**src/rtl/ptpv2_bus_arbiter.sv**
```systemverilog
// Two-master round-robin arbiter/sequencer for the ptpv2_core register bus.
// Serialises single-word accesses, supports locked sequences with an idle watchdog.
//
// state | meaning
// ------+-----------------------------------------------------------
// IDLE  | arbitrate among candidates, track lock idle time
// ISSUE | drive address/data and one read or write strobe
// WAIT  | count read latency, capture ip2bus_data_i at the end
// ACK   | pulse owner ack, advance pointer, resample owner lock
module ptpv2_bus_arbiter #(
    parameter int RD_LAT   = 1,
    parameter int LOCK_MAX = 255
) (
    input  logic        bus2ip_clk,
    input  logic        bus2ip_rst_n,
    input  logic        m0_req_i,
    input  logic        m0_wr_i,
    input  logic        m0_lock_i,
    input  logic [31:0] m0_addr_i,
    input  logic [31:0] m0_wdata_i,
    output logic        m0_ack_o,
    output logic [31:0] m0_rdata_o,
    input  logic        m1_req_i,
    input  logic        m1_wr_i,
    input  logic        m1_lock_i,
    input  logic [31:0] m1_addr_i,
    input  logic [31:0] m1_wdata_i,
    output logic        m1_ack_o,
    output logic [31:0] m1_rdata_o,
    output logic [31:0] bus2ip_addr_o,
    output logic [31:0] bus2ip_data_o,
    output logic        bus2ip_rd_ce_o,
    output logic        bus2ip_wr_ce_o,
    input  logic [31:0] ip2bus_data_i,
    output logic [1:0]  grant_o,
    output logic        lock_to_o
);

    typedef enum logic [1:0] {S_IDLE, S_ISSUE, S_WAIT, S_ACK} state_t;

    localparam logic [1:0]  LAT_LOAD = 2'(RD_LAT - 1);
    localparam logic [15:0] WD_LOAD  = 16'(LOCK_MAX);

    state_t      state_q, state_d;
    logic        owner_q, owner_d;
    logic        wr_q, wr_d;
    logic [31:0] addr_q, addr_d;
    logic [31:0] wdata_q, wdata_d;
    logic        prio_q, prio_d;
    logic        lock_held_q, lock_held_d;
    logic [1:0]  lat_cnt_q, lat_cnt_d;
    logic [15:0] wd_cnt_q, wd_cnt_d;
    logic [31:0] rdata0_q, rdata0_d;
    logic [31:0] rdata1_q, rdata1_d;

    logic owner_req, owner_lock, lock_active, idle, timeout;
    logic sel_valid, sel_id;

    assign idle        = (state_q == S_IDLE);
    assign owner_req   = owner_q ? m1_req_i  : m0_req_i;
    assign owner_lock  = owner_q ? m1_lock_i : m0_lock_i;
    assign lock_active = lock_held_q && owner_lock;
    assign timeout     = idle && lock_active && !owner_req && (wd_cnt_q == 16'd0);

    // While the lock is live only the owner may win; otherwise ties go to prio_q.
    always_comb begin
        sel_valid = 1'b0;
        sel_id    = prio_q;
        if (idle) begin
            if (lock_active) begin
                sel_valid = owner_req;
                sel_id    = owner_q;
            end else if (m0_req_i && m1_req_i) begin
                sel_valid = 1'b1;
                sel_id    = prio_q;
            end else if (m0_req_i) begin
                sel_valid = 1'b1;
                sel_id    = 1'b0;
            end else if (m1_req_i) begin
                sel_valid = 1'b1;
                sel_id    = 1'b1;
            end
        end
    end

    always_ff @(posedge bus2ip_clk) begin
        if (!bus2ip_rst_n) begin
            state_q     <= S_IDLE;
            owner_q     <= 1'b0;
            wr_q        <= 1'b0;
            addr_q      <= 32'h0;
            wdata_q     <= 32'h0;
            prio_q      <= 1'b0;
            lock_held_q <= 1'b0;
            lat_cnt_q   <= 2'd0;
            wd_cnt_q    <= WD_LOAD;
            rdata0_q    <= 32'h0;
            rdata1_q    <= 32'h0;
        end else begin
            state_q     <= state_d;
            owner_q     <= owner_d;
            wr_q        <= wr_d;
            addr_q      <= addr_d;
            wdata_q     <= wdata_d;
            prio_q      <= prio_d;
            lock_held_q <= lock_held_d;
            lat_cnt_q   <= lat_cnt_d;
            wd_cnt_q    <= wd_cnt_d;
            rdata0_q    <= rdata0_d;
            rdata1_q    <= rdata1_d;
        end
    end

    always_comb begin
        state_d     = state_q;
        owner_d     = owner_q;
        wr_d        = wr_q;
        addr_d      = addr_q;
        wdata_d     = wdata_q;
        prio_d      = prio_q;
        lock_held_d = lock_held_q;
        lat_cnt_d   = lat_cnt_q;
        wd_cnt_d    = wd_cnt_q;
        rdata0_d    = rdata0_q;
        rdata1_d    = rdata1_q;
        case (state_q)
            S_IDLE: begin
                if (lock_held_q && !owner_lock) begin
                    lock_held_d = 1'b0;
                end
                if (sel_valid) begin
                    owner_d  = sel_id;
                    wr_d     = sel_id ? m1_wr_i    : m0_wr_i;
                    addr_d   = sel_id ? m1_addr_i  : m0_addr_i;
                    wdata_d  = sel_id ? m1_wdata_i : m0_wdata_i;
                    wd_cnt_d = WD_LOAD;
                    state_d  = S_ISSUE;
                end else if (timeout) begin
                    lock_held_d = 1'b0;
                    wd_cnt_d    = WD_LOAD;
                end else if (lock_active) begin
                    wd_cnt_d = wd_cnt_q - 16'd1;
                end
            end
            S_ISSUE: begin
                if (wr_q) begin
                    state_d = S_ACK;
                end else begin
                    lat_cnt_d = LAT_LOAD;
                    state_d   = S_WAIT;
                end
            end
            S_WAIT: begin
                if (lat_cnt_q == 2'd0) begin
                    if (owner_q) rdata1_d = ip2bus_data_i;
                    else         rdata0_d = ip2bus_data_i;
                    state_d = S_ACK;
                end else begin
                    lat_cnt_d = lat_cnt_q - 2'd1;
                end
            end
            S_ACK: begin
                prio_d      = ~owner_q;
                lock_held_d = owner_lock;
                state_d     = S_IDLE;
            end
            default: state_d = S_IDLE;
        endcase
    end

    always_comb begin
        bus2ip_rd_ce_o = (state_q == S_ISSUE) && !wr_q;
        bus2ip_wr_ce_o = (state_q == S_ISSUE) && wr_q;
        m0_ack_o       = (state_q == S_ACK) && !owner_q;
        m1_ack_o       = (state_q == S_ACK) && owner_q;
        lock_to_o      = 1'b0;
        grant_o        = 2'b00;
        if (bus2ip_rst_n) begin
            lock_to_o = timeout;
            if (!idle) begin
                grant_o = owner_q ? 2'b10 : 2'b01;
            end else if (sel_valid) begin
                grant_o = sel_id ? 2'b10 : 2'b01;
            end else if (lock_active) begin
                grant_o = owner_q ? 2'b10 : 2'b01;
            end
        end
    end

    assign bus2ip_addr_o = addr_q;
    assign bus2ip_data_o = wdata_q;
    assign m0_rdata_o    = rdata0_q;
    assign m1_rdata_o    = rdata1_q;

endmodule

```
**config.mk**
```make
export PLATFORM = sky130hd
export DESIGN_NAME = ptpv2_bus_arbiter
export DESIGN_NICKNAME = d
export VERILOG_FILES = /design/src/rtl/ptpv2_bus_arbiter.sv
export SDC_FILE = /design/constraint.sdc
export NUM_CORES = 1
export LEC_CHECK = 0
export ABC_AREA = 1
export ABC_CLOCK_PERIOD_IN_PS = 1600
export CAP_MARGIN = 20
export CORE_MARGIN = 3
export CORE_UTILIZATION = 38
export DETAILED_ROUTE_END_ITERATION = 10
export PLACE_DENSITY = 0.85
export SLEW_MARGIN = 20
export SYNTH_ARGS = -nofsm -noshare
export SYNTH_HDL_FRONTEND = slang
export SYNTH_SLANG_ARGS = --single-unit
```
**constraint.sdc**
```tcl
create_clock -name bus2ip_clk -period 1.6 [get_ports bus2ip_clk]
set_input_delay 0.32 -clock bus2ip_clk [delete_from_list [all_inputs] [get_ports bus2ip_clk]]
set_output_delay 0.32 -clock bus2ip_clk [all_outputs]
set_load 0.02 [all_outputs]
```
Word-level counts from Yosys, hierarchy flattened
Cells that the tools add are included.
{ "op_classes": {"n_addsub": 2, "eq_ne": 7, "mux": 36, "n_bitwise": 1, "n_reduce_logical": 26} }
{ "ops": {"columns": ["op", "count"], "rows": [
  ["two-way mux 32 bit", 2],
  ["two-way mux 16 bit", 3],
  ["two-way mux 2 bit", 10],
  ["two-way mux 1 bit", 18],
  ["logical NOT 16 bit", 1],
  ["subtractor 16 x 1 -> 16 bit (second input constant)", 1],
  ["logical AND 1 bit", 10],
  ["AND reduction 3 bit", 3],
  ["case mux 2 bit (4 select lines)", 1],
  ["!= test 2 bit (second input constant)", 3],
  ["AND reduction 2 bit", 3],
  ["equality test 2 bit (second input constant)", 2],
  ["logical NOT 1 bit", 4],
  ["logical NOT 2 bit", 2],
  ["case mux 2 bit (2 select lines)", 1],
  ["nonzero test 2 bit", 2],
  ["nonzero test 3 bit", 1],
  ["equality test 2 x 1 -> 1 bit (second input constant)", 1],
  ["!= test 2 x 1 -> 1 bit (second input constant)", 1],
  ["case mux 1 bit (2 select lines)", 1],
  ["subtractor 2 x 1 -> 2 bit (second input constant)", 1],
  ["NOT 1 bit", 1]
]} }
{ "word_totals": {"register_bits": 152, "input_bits": 168, "wordCells": 83} }

Longest topological paths before layout
{ "logic_depth": {"word_depth": 9, "mapped_depth": 13, "ltp_nobuf": 10} }

Worst setup path after synthesis
OpenSTA, ideal clock, no wires.
{ "synth_path": {"path_type": "flip-flop to output port", "start": "register state_q[0]", "end": "output grant_o[1]", "arrival_ps": 1640, "t_required_ps": 1280, "setup_slack_ps": -360, "path_stages_with_launch": 9, "path_buffers": 2, "cell_sequence": "dfxtp_1 -> inv_1 -> ha_1 -> nand3_4 -> nor2_4 -> buf_4 -> buf_6 -> nor2_1 -> a21oi_1"} }
{ "synth_between": {"elab_chain_len": 6} }
{ "synth_lines": {"columns": ["element", "line_no", "source"], "rows": [
  ["start: declaration", "44", "state_t state_q, state_d;"],
  ["start signal: assignment", "100", "state_q <= state_d;"],
  ["logical NOT 2 bit (*)", "59", "assign idle = (state_q == S_IDLE);"],
  ["two-way mux 1 bit", "69", "if (idle) begin"],
  ["two-way mux 2 bit", "183", "grant_o = sel_id ? 2'b10 : 2'b01;"],
  ["two-way mux 2 bit", "182", "end else if (sel_valid) begin"],
  ["two-way mux 2 bit (*)", "180", "if (!idle) begin"],
  ["two-way mux 2 bit (*)", "178", "if (bus2ip_rst_n) begin"],
  ["end: declaration", "35", "output logic [1:0] grant_o,"]
]} }
Every way passes the cells marked *; elsewhere a longest branch is shown, timed or not.

Worst setup path after layout
{ "layout_path": {"start": "register wd_cnt_q[1]", "end": "output lock_to_o"} }
{ "layout_between": {"elab_chain_len": 3} }
{ "layout_lines": {"columns": ["element", "line_no", "source"], "rows": [
  ["start: declaration", "52", "logic [15:0] wd_cnt_q, wd_cnt_d;"],
  ["start signal: assignment", "108", "wd_cnt_q <= wd_cnt_d;"],
  ["logical NOT 16 bit", "63", "assign timeout = idle && lock_active && !owner_req && (wd_cnt_q == 16'd0);"],
  ["logical AND 1 bit", "63", null],
  ["two-way mux 1 bit", "178", null],
  ["end: declaration", "36", "output logic lock_to_o"]
]} }
Every way passes these cells.

==> impl_results.md <==
* Router iterations before antenna repair at 5
* Synth Warn # at 0
* Latest clock arrival within the worst-skew pair at 0.44 ns
* CTS tree: yes
* Min Tclk post-route at 2.081 ns
* Crit share post-route at 130.0%
* Row cnt at 47
* Clock sink total at 152
* Vias at 8011
* CP Max Fanout at 2
* Startpoint types: register
* All-Layer GR Usage at 23.11%
* Worst Setup End Kind: primary output
* Slew Limit Fails at 0
* DRC Markers at 0
* Vias in the first global route at 7353
* Setup CP Type: register to primary output
* Antenna violations before repair at 0
* First-pass GRT wire length at 36660 um
* Hold buffers post-CTS at 0
* Post-DP HPWL at 16100 um
* Reg-to-reg endpoint: bus2ip_addr_o[5]
* Final WL at 27850 um
* MaxCap Viol Count at 0
* Reg clk slew, reported paths at 0.08 ns
* DIE AREA at 19310 sq um
* Reg-to-Reg Start: owner_q
* GR met3 Demand/Resource at 6.862%
* Max Clk Rate at 0.4806 GHz
* Worst Clk Skew at 0.01553 ns
* DRT iter0 DRCs at 463
* Critical path destination: lock_to_o
* #FFs+latches synth at 152
* Peak VDD IR at 925.1 uV
* Flop-to-flop setup slack at -0.23 ns
* Synth unique cells at 29
* Die height at 139.0 um
* Endpoints failing hold at 0
* Post-DR wirelength/cell at 17.34 um
* Post-Syn Nets at 1174
* CTS max path bufs at 2
* M1 GR Usage at 25.91%
* Ports at 303
* Post-route cell area at 12450 sq um
* Final ANT Viol Nets at 0
* Worst setup startpoint: wd_cnt_q[1]
* Outcome: complete, but fails checks
* Most Crowded Layer GR: met2
* Largest net degree at the start of global routing at 92
* Vias per inst at 4.988
* Failing checks: negative setup slack
* Hold/Removal Path Class: primary input to register
* Mean Syn Cell Area at 6.724 sq um
* Post-Syn Area at 6718 sq um
* Total congestion overflow at 0
* PnR worst setup slack at -0.4805 ns
* Placer's final routability congestion estimate at 0.8506
* Synthesized instance count at 999
* Crit path DAT at 1.76 ns
* Number of nets in the layout at 1548
* Slew headroom at 45.10%
* Root buf cell: clkbuf_16
* RSZ-0062 raised after global routing: yes
* Antenna Cells at 0
* Worst-case reg-to-reg path depth at 14
* Leak Pwr at 6.787 nW
* TritonCTS buffer count at 17
* Initial core utilization at 39.66%
* Die width at 139.0 um
* Final TNS setup at -12.79 ns
* Placed instance area at 10410 sq um
* Share of cells above drive strength 1 at 23.67%
* Layout overhead on the synthesized area at 85.38%
* H-Tree Depth at 4
* Tightest Pin Transition at 0.8235 ns
* Crit path required time at 1.28 ns
* Met2 global-route usage at 40.55%
* Core Area at 16940 sq um
* PortBufs at 302
* Pwr per Cell Area at 1674 nW/um^2
* Final setup fails at 84
* Sequential share of the synthesized area at 45.30%
==> metal layers <==
metal	vias to the layer above	wire length (um)
met5	-	0
li1	3842	-
met3	94	1989
met4	0	1171
met2	378	14470
met1	3697	10220
==> flip-flops by register name, indices dropped and copies added, names as in the netlist <==
name and count:
prio_q 1, bus2ip_data_o 32, bus2ip_addr_o 32, lock_held_q 1, owner_q 1, wd_cnt_q 16, wr_q 1, state_q 2
m1_rdata_o 32, lat_cnt_q 2, m0_rdata_o 32
==> timing repair <==
action | 4_1_cts | 5_1_grt
pin swaps | 7 | 49
setup buffers | 4 | 17
setup endpoints to repair | 227 | 156
resized for setup | 182 | 251
endpoints found under the hold margin | 0 | 0
gates cloned | 1 | 16
==> through the flow <==
stage	utilization, %	cells	power, W	hold WS, ns	setup slack [ns]
6_report	73.53	1606	0.02085	0.4140	-0.4805
3_3_place_gp	61.44	1540	0.01304	0.4307	-0.9099
3_5_place_dp	61.44	1540	0.01324	0.4355	-0.9325
4_1_cts	65.11	1576	0.01723	0.4359	-0.4449
5_1_grt	73.53	1606	0.02191	0.4259	-0.5459
2_1_floorplan	-	999	0.009873	0.4403	-0.1148
==> layout by cell type, fill, tap and decap left out, types with 36 or more instances in the layout <==
cell	synthesis	routed
nand2_1	327	239
clkdlybuf4s50_1	0	164
dfxtp_1	152	146
inv_1	137	124
dlygate4sd2_1	0	114
nor2_1	99	89
o21ai_0	73	72
buf_4	3	65
nand2_4	0	57
nand3_2	2	51
a21oi_1	42	40
nand3_1	87	36
==> synth_stat cells <==
library cell,number,area [sq um]
nand3b_1,1,7.510
buf_2,8,40.04
clkbuf_1,26,97.59
o211ai_1,2,15.01
nand2_1,327,1227
or2_2,1,6.260
nor4_1,1,6.260
nor3_1,2,10.01
ha_1,7,87.58
buf_6,9,101.4
nor2_4,1,11.26
inv_2,1,3.750
dfxtp_1,152,3043
inv_1,137,514.2
nor2_1,99,371.6
or2_1,1,6.260
xor2_1,1,8.760
a21oi_1,42,210.2
o21bai_1,1,7.510
buf_4,3,22.52
nand3_1,87,435.4
buf_1,5,18.77
nor2_2,1,6.260
o21ai_0,73,365.4
xnor2_1,1,8.760
nand3_4,1,17.52
a211oi_1,3,22.52
nand3_2,2,20.02
nand4_1,4,25.02
==> layout make-up <==
| cell class | count | area [sq um] |
|---|---|---|
| clock buffers | 17 | 425.4 |
| clock inverters | 15 | 168.9 |
| fillers | 1161 | 4483 |
| inverters | 138 | 530.5 |
| multi-input cells | 658 | 3815 |
| flip-flops and latches | 152 | 3053 |
| well taps | 220 | 275.3 |
| repair buffers | 406 | 4185 |
==> critical path, stage by stage (launching register included) <==
cell      delay [ns]
dfxtp_2         0.33
inv_2           0.07
ha_4            0.14
nand2_2         0.06
nor2_4          0.10
nand3_2         0.09
nor2_2          0.13
nand3b_1        0.17
nor2_4          0.12
buf_6           0.13
==> power breakdown <==
group          internal [W]  total, W  switching, W
combinational       0.00516    0.0115       0.00639
clock               0.00211   0.00406       0.00195
sequential          0.00469   0.00524      0.000542
total                0.0120    0.0208       0.00888
==> worst min-delay path by stage <==
stage	start	end	depth (start not counted)	slack [ns]
floorplan	lat_cnt_q[1]	lat_cnt_q[1]	2	0.44
global placement	m1_rdata_o[20]	m1_rdata_o[20]	2	0.43
detailed placement	m1_rdata_o[11]	m1_rdata_o[11]	2	0.44
CTS	bus2ip_rst_n	owner_q	4	0.44
global route	m0_lock_i	lock_held_q	5	0.43
finish	m0_lock_i	lock_held_q	5	0.41
==> logic make-up after synthesis <==
family,synth area share (%)
AND/OR/NAND/NOR,32.02
adder cells (fa/ha/maj),1.304
XOR/XNOR,0.2608
AO/OA/AOI/OAI,9.238
buffers and inverters,11.88
flip-flops,45.30
(Power assumes the default switching activity.)
